$ cat src/rtl/config_frame_loader.sv
// config_frame_loader: hunts for a sync word, decodes frame headers (index +
// burst count), sequences row selects for each data word and commits each
// completed frame with a one-hot address and a timed LongFrameStrobe.
module config_frame_loader #(
    parameter int          NumberOfRows    = 16,
    parameter int          RowSelectWidth  = 5,
    parameter int          FramesPerColumn = 20,
    parameter int          FrameSelWidth   = 5,
    parameter logic [31:0] SyncWord        = 32'hFAB0_FAB1,
    parameter int          DesyncBit       = 31,
    parameter int          StrobeLength    = 2
) (
    input  logic                       CLK,
    input  logic                       Resetn,
    input  logic [31:0]                WriteData,
    input  logic                       WriteStrobe,
    output logic [FramesPerColumn-1:0] FrameAddressRegister,
    output logic                       LongFrameStrobe,
    output logic [RowSelectWidth-1:0]  RowSelect,
    output logic                       Synced,
    output logic                       Busy,
    output logic                       Error,
    output logic [15:0]                FramesDone
);

    localparam int StrobeCntWidth = $clog2(StrobeLength + 1);
    localparam logic [31:0] FrameLimit = FramesPerColumn;
    localparam logic [FramesPerColumn-1:0] OneHotBase = FramesPerColumn'(1);

    typedef enum logic [1:0] {
        S_UNSYNC,
        S_HEADER,
        S_DATA
    } state_t;

    state_t                      r_state;
    state_t                      w_state_nxt;
    logic [RowSelectWidth-1:0]   r_row_cnt;
    logic [FrameSelWidth-1:0]    r_cur_frame;
    logic [6:0]                  r_remaining;
    logic [StrobeCntWidth-1:0]   r_strobe_cnt;
    logic [FramesPerColumn-1:0]  r_frame_addr;
    logic                        r_error;
    logic [15:0]                 r_frames_done;

    logic [FrameSelWidth-1:0]    w_hdr_index;
    logic                        w_hdr_bad;
    logic                        w_frame_last;
    logic                        w_load_header;
    logic                        w_commit;
    logic                        w_next_frame;
    logic                        w_row_dec;
    logic                        w_set_error;
    logic                        w_clr_error;

    assign w_hdr_index  = WriteData[FrameSelWidth-1:0];
    assign w_hdr_bad    = 32'(w_hdr_index) >= FrameLimit;
    assign w_frame_last = (32'(r_cur_frame) + 32'd1) >= FrameLimit;

    // Next-state decode and per-word action strobes
    always_comb begin
        w_state_nxt   = r_state;
        w_load_header = 1'b0;
        w_commit      = 1'b0;
        w_next_frame  = 1'b0;
        w_row_dec     = 1'b0;
        w_set_error   = 1'b0;
        w_clr_error   = 1'b0;
        case (r_state)
            S_UNSYNC: begin
                if (WriteStrobe && (WriteData == SyncWord)) begin
                    w_state_nxt = S_HEADER;
                    w_clr_error = 1'b1;
                end
            end
            S_HEADER: begin
                if (WriteStrobe) begin
                    if (WriteData[DesyncBit]) begin
                        w_state_nxt = S_UNSYNC;
                    end else if (w_hdr_bad) begin
                        w_set_error = 1'b1;
                        w_state_nxt = S_UNSYNC;
                    end else begin
                        w_load_header = 1'b1;
                        w_state_nxt   = S_DATA;
                    end
                end
            end
            S_DATA: begin
                if (WriteStrobe) begin
                    if (r_row_cnt == RowSelectWidth'(1)) begin
                        w_commit = 1'b1;
                        if (r_remaining == '0) begin
                            w_state_nxt = S_HEADER;
                        end else if (w_frame_last) begin
                            w_set_error = 1'b1;
                            w_state_nxt = S_UNSYNC;
                        end else begin
                            w_next_frame = 1'b1;
                        end
                    end else begin
                        w_row_dec = 1'b1;
                    end
                end
            end
            default: w_state_nxt = S_UNSYNC;
        endcase
    end

    // State register
    always_ff @(posedge CLK or negedge Resetn) begin
        if (!Resetn) begin
            r_state <= S_UNSYNC;
        end else begin
            r_state <= w_state_nxt;
        end
    end

    // Row counter, current frame and remaining burst count
    always_ff @(posedge CLK or negedge Resetn) begin
        if (!Resetn) begin
            r_row_cnt   <= '0;
            r_cur_frame <= '0;
            r_remaining <= '0;
        end else if (w_load_header) begin
            r_row_cnt   <= RowSelectWidth'(NumberOfRows);
            r_cur_frame <= w_hdr_index;
            r_remaining <= WriteData[30:24];
        end else if (w_next_frame) begin
            r_row_cnt   <= RowSelectWidth'(NumberOfRows);
            r_cur_frame <= r_cur_frame + FrameSelWidth'(1);
            r_remaining <= r_remaining - 7'd1;
        end else if (w_row_dec) begin
            r_row_cnt   <= r_row_cnt - RowSelectWidth'(1);
        end
    end

    // Frame commit: one-hot address and committed-frame count
    always_ff @(posedge CLK or negedge Resetn) begin
        if (!Resetn) begin
            r_frame_addr  <= '0;
            r_frames_done <= '0;
        end else if (w_commit) begin
            r_frame_addr  <= OneHotBase << r_cur_frame;
            r_frames_done <= r_frames_done + 16'd1;
        end
    end

    // Strobe timer: a commit (re)loads it, otherwise it counts down to zero
    always_ff @(posedge CLK or negedge Resetn) begin
        if (!Resetn) begin
            r_strobe_cnt <= '0;
        end else if (w_commit) begin
            r_strobe_cnt <= StrobeCntWidth'(StrobeLength);
        end else if (r_strobe_cnt != '0) begin
            r_strobe_cnt <= r_strobe_cnt - StrobeCntWidth'(1);
        end
    end

    // Sticky error: set by bad header or burst overrun, cleared by SyncWord
    always_ff @(posedge CLK or negedge Resetn) begin
        if (!Resetn) begin
            r_error <= 1'b0;
        end else if (w_set_error) begin
            r_error <= 1'b1;
        end else if (w_clr_error) begin
            r_error <= 1'b0;
        end
    end

    assign RowSelect            = (r_state == S_DATA && WriteStrobe) ? r_row_cnt : '1;
    assign FrameAddressRegister = r_frame_addr;
    assign LongFrameStrobe      = (r_strobe_cnt != '0);
    assign Synced               = (r_state != S_UNSYNC);
    assign Busy                 = (r_state == S_DATA);
    assign Error                = r_error;
    assign FramesDone           = r_frames_done;

endmodule

$ cat config.mk
export PLATFORM = sky130hd
export DESIGN_NAME = config_frame_loader
export DESIGN_NICKNAME = d
export VERILOG_FILES = /design/src/rtl/config_frame_loader.sv
export SDC_FILE = /design/constraint.sdc
export NUM_CORES = 1
export LEC_CHECK = 0
export ABC_CLOCK_PERIOD_IN_PS = 2250
export CAP_MARGIN = 25
export CORE_MARGIN = 8
export CORE_UTILIZATION = 55
export CTS_CLUSTER_SIZE = 12
export DETAILED_ROUTE_END_ITERATION = 12
export DONT_BUFFER_PORTS = 1
export GPL_ROUTABILITY_DRIVEN = 0
export GPL_TIMING_DRIVEN = 0
export PLACE_DENSITY = 0.72
export SLEW_MARGIN = 40
export SYNTH_ARGS = -nofsm -noshare
export SYNTH_HDL_FRONTEND = slang
export SYNTH_SLANG_ARGS = --single-unit
$ cat constraint.sdc
create_clock -name CLK -period 2.25 [get_ports CLK]
set_input_delay 0.5625 -clock CLK [delete_from_list [all_inputs] [get_ports CLK]]
set_output_delay 0.5625 -clock CLK [all_outputs]
set_load 0.01 [all_outputs]
# After elaboration in Yosys (flattened, before gate mapping)
# Cells that the tools add are included.
# Widths: inputs -> output; s select.
# op_classes
addsub,6
multipliers,0
div_mod_pow,0
n_lt_le_gt_ge,2
eq_ne,9
shift,1
muxes,46
bitwise_logic,0
n_reduce_logical,11
# op_table
cell,n
$eq 32x32->1 const B,1
$mux 5,6
$mux 1,26
$mux 2,10
$shl 1x5->20 const A,1
$add 16x1->16 const B,1
$mux 7,2
$reduce_bool 2->1,5
$logic_not 7->1,1
$sub 7x1->7 const B,1
$add 5x1->6 const B,1
$ge 6x5->1 const B,1
$ne 2x2->1 const B,3
$pmux 2 s3,1
$add 5x1->5 const B,1
$eq 5x1->1 const B,1
$ge 5x5->1 const B,1
$reduce_and 5->1,1
$sub 5x1->5 const B,1
$ne 3x1->1 const B,1
$reduce_bool 3->1,1
$eq 2x1->1 const B,1
$eq 2x2->1 const B,1
$logic_and 1x1->1,2
4 further kinds,4
# word_totals
regBits,58
latchBits,0
ram_bits,0
mem_bits_ro,0
in_bits,35
out_inout_bits,45
elab_cells,83
memories,0

# Longest topological paths before layout
# Gate-level depths: netlist of the first run.
# logic_depth
ltp_word,9
mapped_depth,10
depth_no_buf,7

# Worst setup path after synthesis of the first run
# Ideal clock, no wire load.
# synth_path
kind,in2reg
from,input port WriteData[22]
to,register r_state[0]
setup_time_ns,0.128
arrival_ns,2.108
required_time_ns,2.122
path_slack_ns,0.015
cell_stages,5
n_path_buf,0
path_cell_list,nand4bb_1 -> or4_4 -> o41ai_2 -> o2111ai_1 -> mux2_1
# synth_via
elab_chain_cells,4
# synth_lines
element,line,text
"start, declared",15,"input logic [31:0] WriteData,"
$eq 32x32->1,71,if (WriteStrobe && (WriteData == SyncWord)) begin
$logic_and 1x1->1,71,
$ne 2x2->1 (no source line),-,
$reduce_and 5->1 (no source line),-,
"end signal, assigned",115,r_state <= w_state_nxt;
"end, declared",36,state_t r_state;
# No other way between the ends.
# A chain may end at the register's enable or synchronous reset.

# Final worst setup path of the first run
# layout_path
from,register r_remaining[1]
to,register r_state[0]
# layout_via
elab_chain_cells,5
elab_cells_between_ends,7
classes_between,eq/ne (1); mux (4); reduce/logical (2)
# layout_lines
element,line,text
"start, declared",40,logic [6:0] r_remaining;
"start signal, assigned",128,r_remaining <= WriteData[30:24];
"start signal, assigned",132,r_remaining <= r_remaining - 7'd1;
$logic_not 7->1 *,93,if (r_remaining == '0) begin
$mux 2,93,
$mux 2,91,if (r_row_cnt == RowSelectWidth'(1)) begin
$mux 2,90,if (WriteStrobe) begin
$pmux 2 s3,69,case (r_state)
# Mark *: on every way between the ends. The rest lies on a longest branch, timed or not. The select of a mux whose other input is x is not followed.

==> results of run 1 <==
==> sequential cells by signal (all words and copies together) (netlist names) <==
| signal | count |
|---|---|
| r_cur_frame | 5 |
| FramesDone | 16 |
| r_strobe_cnt | 2 |
| r_row_cnt | 5 |
| FrameAddressRegister | 20 |
| Error | 1 |
| r_state | 2 |
| r_remaining | 7 |
==> worst paths after layout <==
kind                            slack [ns]       startpoint                 endpoint
worst max-delay path                 -0.02   r_remaining[1]               r_state[0]
worst min-delay path                  0.09           Resetn  FrameAddressRegister[6]
worst max register to register       -0.02   r_remaining[1]               r_state[0]
worst min register to register        0.53  r_strobe_cnt[1]          r_strobe_cnt[1]
max in group asynchronous             1.91           Resetn             r_row_cnt[1]
min in group CLK                      0.35     WriteData[3]           r_cur_frame[3]
==> layer usage <==
layer	share of wire (%)	up-vias	track usage [%]	routed length (um)
met3	9.3	11	6.68	714
met1	41	1229	22.7	3180
met5	0	-	0	0
met2	48	112	30.7	3700
li1	-	1220	-	-
met4	1.4	0	6.28	104
==> power by group through the flow <==
| stage | sequential (W) | clock (W) | combinational (W) |
|---|---|---|---|
| 3_5_place_dp | 0.00148 | 0 | 0.00129 |
| 6_report | 0.00148 | 0.00109 | 0.00153 |
| 2_1_floorplan | 0.00143 | 0 | 0.00102 |
| 4_1_cts | 0.00147 | 0.00111 | 0.00140 |
| 5_1_grt | 0.00151 | 0.00116 | 0.00173 |
| 3_3_place_gp | 0.00148 | 0 | 0.00125 |
==> layout make-up <==
type / instances / area (sq um)
sequential: 58 / 1450
buffer: 14 / 83.8
fill: 429 / 1830
multi-input combinational: 241 / 1640
tap: 72 / 90.1
clock inverter: 6 / 88.8
clock buffer: 10 / 138
timing repair buffer: 10 / 113
inverter: 19 / 71.3
==> cell usage after synthesis, types with 3 or more instances <==
library cell,n,area [sq um]
xnor2_1,15,131
nand3_1,21,105
or4_1,4,30.0
nand2b_1,3,18.8
o41ai_1,7,61.3
a31oi_1,9,56.3
dfrtp_1,58,1450
and2_1,4,25.0
o21ai_0,11,55.1
nor4_1,3,18.8
o31ai_1,10,75.1
clkbuf_1,8,30.0
xor2_1,6,52.6
nor2_1,26,97.6
nand2_1,54,203
nor3_1,6,30.0
nand4b_1,4,35.0
nand4_1,7,43.8
inv_1,19,71.3
or3_1,4,25.0
ha_1,15,188
==> kinds of logic (layout without fill, tap and decap cells) <==
group | after synthesis | count (layout) | share of synthesized area [%]
and+or+nand+nor | 152 | 152 | 25.1
xor gates and xnor gates | 21 | 21 | 5.85
AOI/OAI and AO/OA | 51 | 51 | 11.9
adders and majority gates | 15 | 15 | 5.96
buffers and inverters | 33 | 59 | 4.37
muxes | 2 | 2 | 0.676
DFF | 58 | 58 | 46.1
==> stage by stage <==
step                hold WS, ns  power (W)  worst slack (ns)  area (sq um)
floorplan                 0.267    0.00245            0.0149          3150
global placement          0.269    0.00273            -0.259          3240
detailed placement        0.269    0.00278            -0.269          3240
CTS                      0.0929    0.00398           -0.0180          3570
global route             0.0945    0.00439           -0.0723          3680
finish                   0.0864    0.00409           -0.0165          3680
==> critical path, stage by stage (launching register included) <==
cell and delay, ns:
dfrtp_1 0.42, inv_2 0.08, ha_4 0.12, or3b_4 0.39, or4_4 0.55, o2111ai_2 0.10
o2111ai_2 0.15, mux2_4 0.32
==> what timing repair did <==
| action | 4_1_cts | 5_1_grt |
|---|---|---|
| setup endpoints to repair | 37 | 30 |
| gates resized for setup | 11 | 19 |
| setup buffers | 5 | 3 |
| pin swaps | 0 | 6 |
| hold buffers | 1 | 0 |
| cloned | 0 | 1 |
| endpoints found under the hold margin | 58 | 0 |
==> results.toml, run 1 <==
[sta]
fin_skew_ns = 0.0110
slew_viol_final = 0
max_slew.worst_pin.slew_ns = 0.517
hold_viol = 0
period_needed_ns = 2.27
rsz0062_at_grt = "yes"
max_slew_margin_pct = 65.5
finalCritPeriodShare_pct = 101
final.setup.tns_ns = -0.0165
setup_slack_ns = -0.0165
clock.fmax_mhz = 441
setup_viol = 1

[synthesis]
synthCells = 332
synth-edff-count = 0
ys.flop_type = "dfrtp_1"
synth.distinct_cells = 52
synth_seq_cells = 58
syn_area_per_cell_sq_um = 9.48
yosysSeqAreaShare_pct = 46.1
async_reset_ff_share_pct = 100
synth-warning-count = 0
syn-num-nets = 382
syn_area_sq_um = 3150

[final_layout]
final_common_cell = "dfrtp_1"
layout.nets = 403
final_util_pct = 66.8
layout-drive-gt1-share_pct = 15.6
final_cell_mix = "dfrtp_1 (58), nand2_1 (54), nor2_1 (25), nand3_1 (21), inv_1 (16)"
syn_to_final_growth_pct = 16.9
n_antenna_cell = 0
final_cells = 430

[power]
clkPwrFrac_pct = 26.6
ir_drop_mv = 0.585
power_density_nw_per_um2 = 1110
seqPwrFrac_pct = 36.0
combPwrFrac_pct = 37.4
power.static_leakage_nw = 1.58
p_sw_w = 0.00158
p_int_w = 0.00251
switching_share_pct = 38.6

[drt]
firstDrtPassIters = 4
detail_route.wl_per_cell_um = 17.9
viasPerCell = 5.98
ant_nets = 0
routed_wl_um = 7700
drc = 0
vias = 2572
drt_iter0_markers = 130

[global_route]
track_usage_pct = 18.8
grt_antenna_before_repair = 0
grt_max_degree = 59
grt_pass1_vias = 2634
grt_pass1_wl_um = 13000
gr-total-overflow = 0

[cts]
clk_path_buf_depth = 2
cts_tree = "yes"
cts-root-buf = "clkbuf_8"
clk_pin_slew_ns = 0.07
clock-sinks = 58
htreeDepth = 3
cts_buffers = 9
worstSkewPairLatency_ns = 0.34

[run]
maxCapViolCount = 0

[floorplanning]
die_h_um = 91.6
start_util_pct = 57.1
core_area_sq_um = 5510
core.rowCount = 27
die-area_sq_um = 8400
pin_count = 80
die_w_um = 91.6

[setup_path]
arrival_ns = 2.48
path_max_fanout = 5
crit_path_start_kind = "flip-flop"
r2r_cells = 7
critical_path_class = "reg -> reg"
cp-end-kind = "flip-flop"
critPathRequiredTime_ns = 2.47

[run_status]
outcome = "complete, but fails checks"
violations = "setup timing"

[placed_design]
io_buffers = 0
hpwl_um = 5510
dp.cells = 404

[hold_path]
min-delay-path-class = "in -> async"
Note: power is estimated with default switching activity, not from simulation.
==> run 2, diff against run 1 <==
- CAP_MARGIN: 25 -> 30
==> results of run 2 <==
Final layout, timing and power as in run 1 (identical DEF).
==> RTL change: new RTL, flow settings as in run 1 <==
`SyncWord`: 32'hFAB0_FAB1 -> 32'h7D587D58.
--- a/src/rtl/config_frame_loader.sv
+++ b/src/rtl/config_frame_loader.sv
@@ -7,5 +7,5 @@
     parameter int          FramesPerColumn = 20,
     parameter int          FrameSelWidth   = 5,
-    parameter logic [31:0] SyncWord        = 32'hFAB0_FAB1,
+    parameter logic [31:0] SyncWord        = 32'h7D587D58,
     parameter int          DesyncBit       = 31,
     parameter int          StrobeLength    = 2
Formal check against the unedited RTL: not equivalent (a bounded check fails within 4 cycles, from zero or initial values and one cycle with Resetn low).
==> RTL change against run 1 <==
- area after synthesis about the same
- die area barely moved
- total power fell by 4.5%
- final cell count shrank 0.93%
- maximum frequency up 2.6%
- combinational power is 3% lower
- utilization fell by 1.7 points
- sequential cell count unchanged
- routed wire length down 1.9%
- final area decreased by 2.6%
- non-clock buffer count down 1
- worst setup slack improved by 0.058 ns
- clock power decreased by 13%
- largest power group is now sequential cells
- highest routed layer unchanged
==> RTL change: results (changes against run 1) <==
Synth area leaders=dfrtp_1 (46%), nand2_1 (6.1%), ha_1 (6.0%); met3 wire length=586 µm (-18%); first-pass GRT wire length=12300 µm (-5.1%); DR WL/cell=17.7 µm (-0.99%); Fillers=434 (+1.2%); share of layout cells above drive strength 1=14.1% (-1.5 points); Yosys cell types=53 (+1.9%); starting DRC count in detailed routing=105 (-19%); DPL Wire Length=5380 µm (-2.4%); DP Worst Slack=-0.230 ns (+0.0387 ns); final wirelength=7550 µm (-1.9%); sequential area share after synthesis=46.1% (about the same); Post-Route Skew=0.00917 ns (-0.00184 ns); WL met2=3580 µm (-3.1%); status=finished clean; cells after synthesis=330 (-0.60%); M1 WL=3260 µm (+2.4%); DR vias=2525 (-1.8%); root buffer cell=clkbuf_8; Slew @ Worst Pin=0.513 ns (-0.00420 ns); Layout Nets=399 (-0.99%); htree depth=3 (unchanged); Max IR drop VDD=554 µV (-5.2%); # diodes=0 (unchanged); total track usage=17.9% (-0.93 points); Leakage=1.58 nW (about the same); synth cell count leaders=dfrtp_1 (58), nand2_1 (51), nor2_1 (25); Synth Flop Type=dfrtp_1; Post-DP Area=0.00324 mm² (about the same); Critical Path AT=2.43 ns (-0.05 ns); syn_nets=380 (-0.52%)
==> RTL change: cell count changes after synthesis, moves of 2 or more <==
cell	before	now
nand2b_1	3	5
xnor2_1	15	13
nand2_1	54	51
nor4bb_1	1	3
xor2_1	6	8
inv_1	19	17
and3_1	2	4
and2_1	4	1
nand4_1	7	5
nor3b_1	0	2
==> RTL change: final cells by class <==
| cell class | instances | share of cell area [%] |
|---|---|---|
| clock inverter | 6 | 1.88 |
| multi-input combinational | 240 | 45.2 |
| clock buffer | 10 | 3.56 |
| tap | 72 | 2.51 |
| sequential | 58 | 40.5 |
| inverter | 17 | 1.78 |
| buffer | 15 | 2.41 |
| timing repair buffer | 8 | 2.16 |
==> RTL change: logic make-up (layout without fill, tap and decap cells) <==
logic type,after synthesis,in the layout,synth area share (%)
fa+ha+maj,15,15,5.96
xor+xnor,21,21,5.84
compound gates,50,50,11.4
flops,58,58,46.1
simple gates,152,152,25.6
buf+inv,32,56,4.37
mux,2,2,0.676
==> RTL change: worst max-delay path, cell delays in order (launching register included) <==
cell       delay [ns]
dfrtp_1          0.40
inv_2            0.07
ha_2             0.18
or3b_4           0.41
or4_4            0.47
o2111ai_1        0.12
nand3_1          0.15
mux2_2           0.29
==> RTL change: path summary, 6_finish.rpt <==
kind / start / end / slack, ns / cells past startpoint
setup / recovery: r_remaining[0] / r_state[0] / 0.04 / 7
min in group CLK: WriteData[3] / r_cur_frame[3] / 0.35 / 2
setup reg to reg: r_remaining[0] / r_state[0] / 0.04 / 7
hold reg to reg: r_strobe_cnt[1] / r_strobe_cnt[1] / 0.51 / 2
hold / removal: Resetn / r_cur_frame[3] / 0.08 / 1
max in group asynchronous: Resetn / FramesDone[6] / 1.92 / 1
==> RTL change: stage by stage <==
step	hold slack (ns)	util (%)
floorplan	0.267	-
global placement	0.269	58.8
detailed placement	0.269	58.8
CTS	0.0867	63.3
global route	0.102	65.1
finish	0.0846	65.1
==> RTL change: power breakdown <==
| part | switching (W) | internal, W |
|---|---|---|
| registers | 0.000239 | 0.00124 |
| logic | 0.000887 | 0.000594 |
| clock network | 0.000435 | 0.000513 |
==> RTL change: routing by layer <==
layer | track usage (%) | vias up
met5 | 0 | -
met4 | 7.91 | 0
met3 | 5.30 | 10
met2 | 28.6 | 88
met1 | 22.0 | 1209
li1 | - | 1218
==> RTL change: repair_timing <==
action | CTS | global route
hold buffers | 1 | 0
buffers inserted | 0 | 6
gates cloned | 0 | 1
pin swaps | 0 | 2
resized for setup | 11 | 13
endpoints found under the setup margin | 38 | 24
hold endpoints to repair | 58 | 0
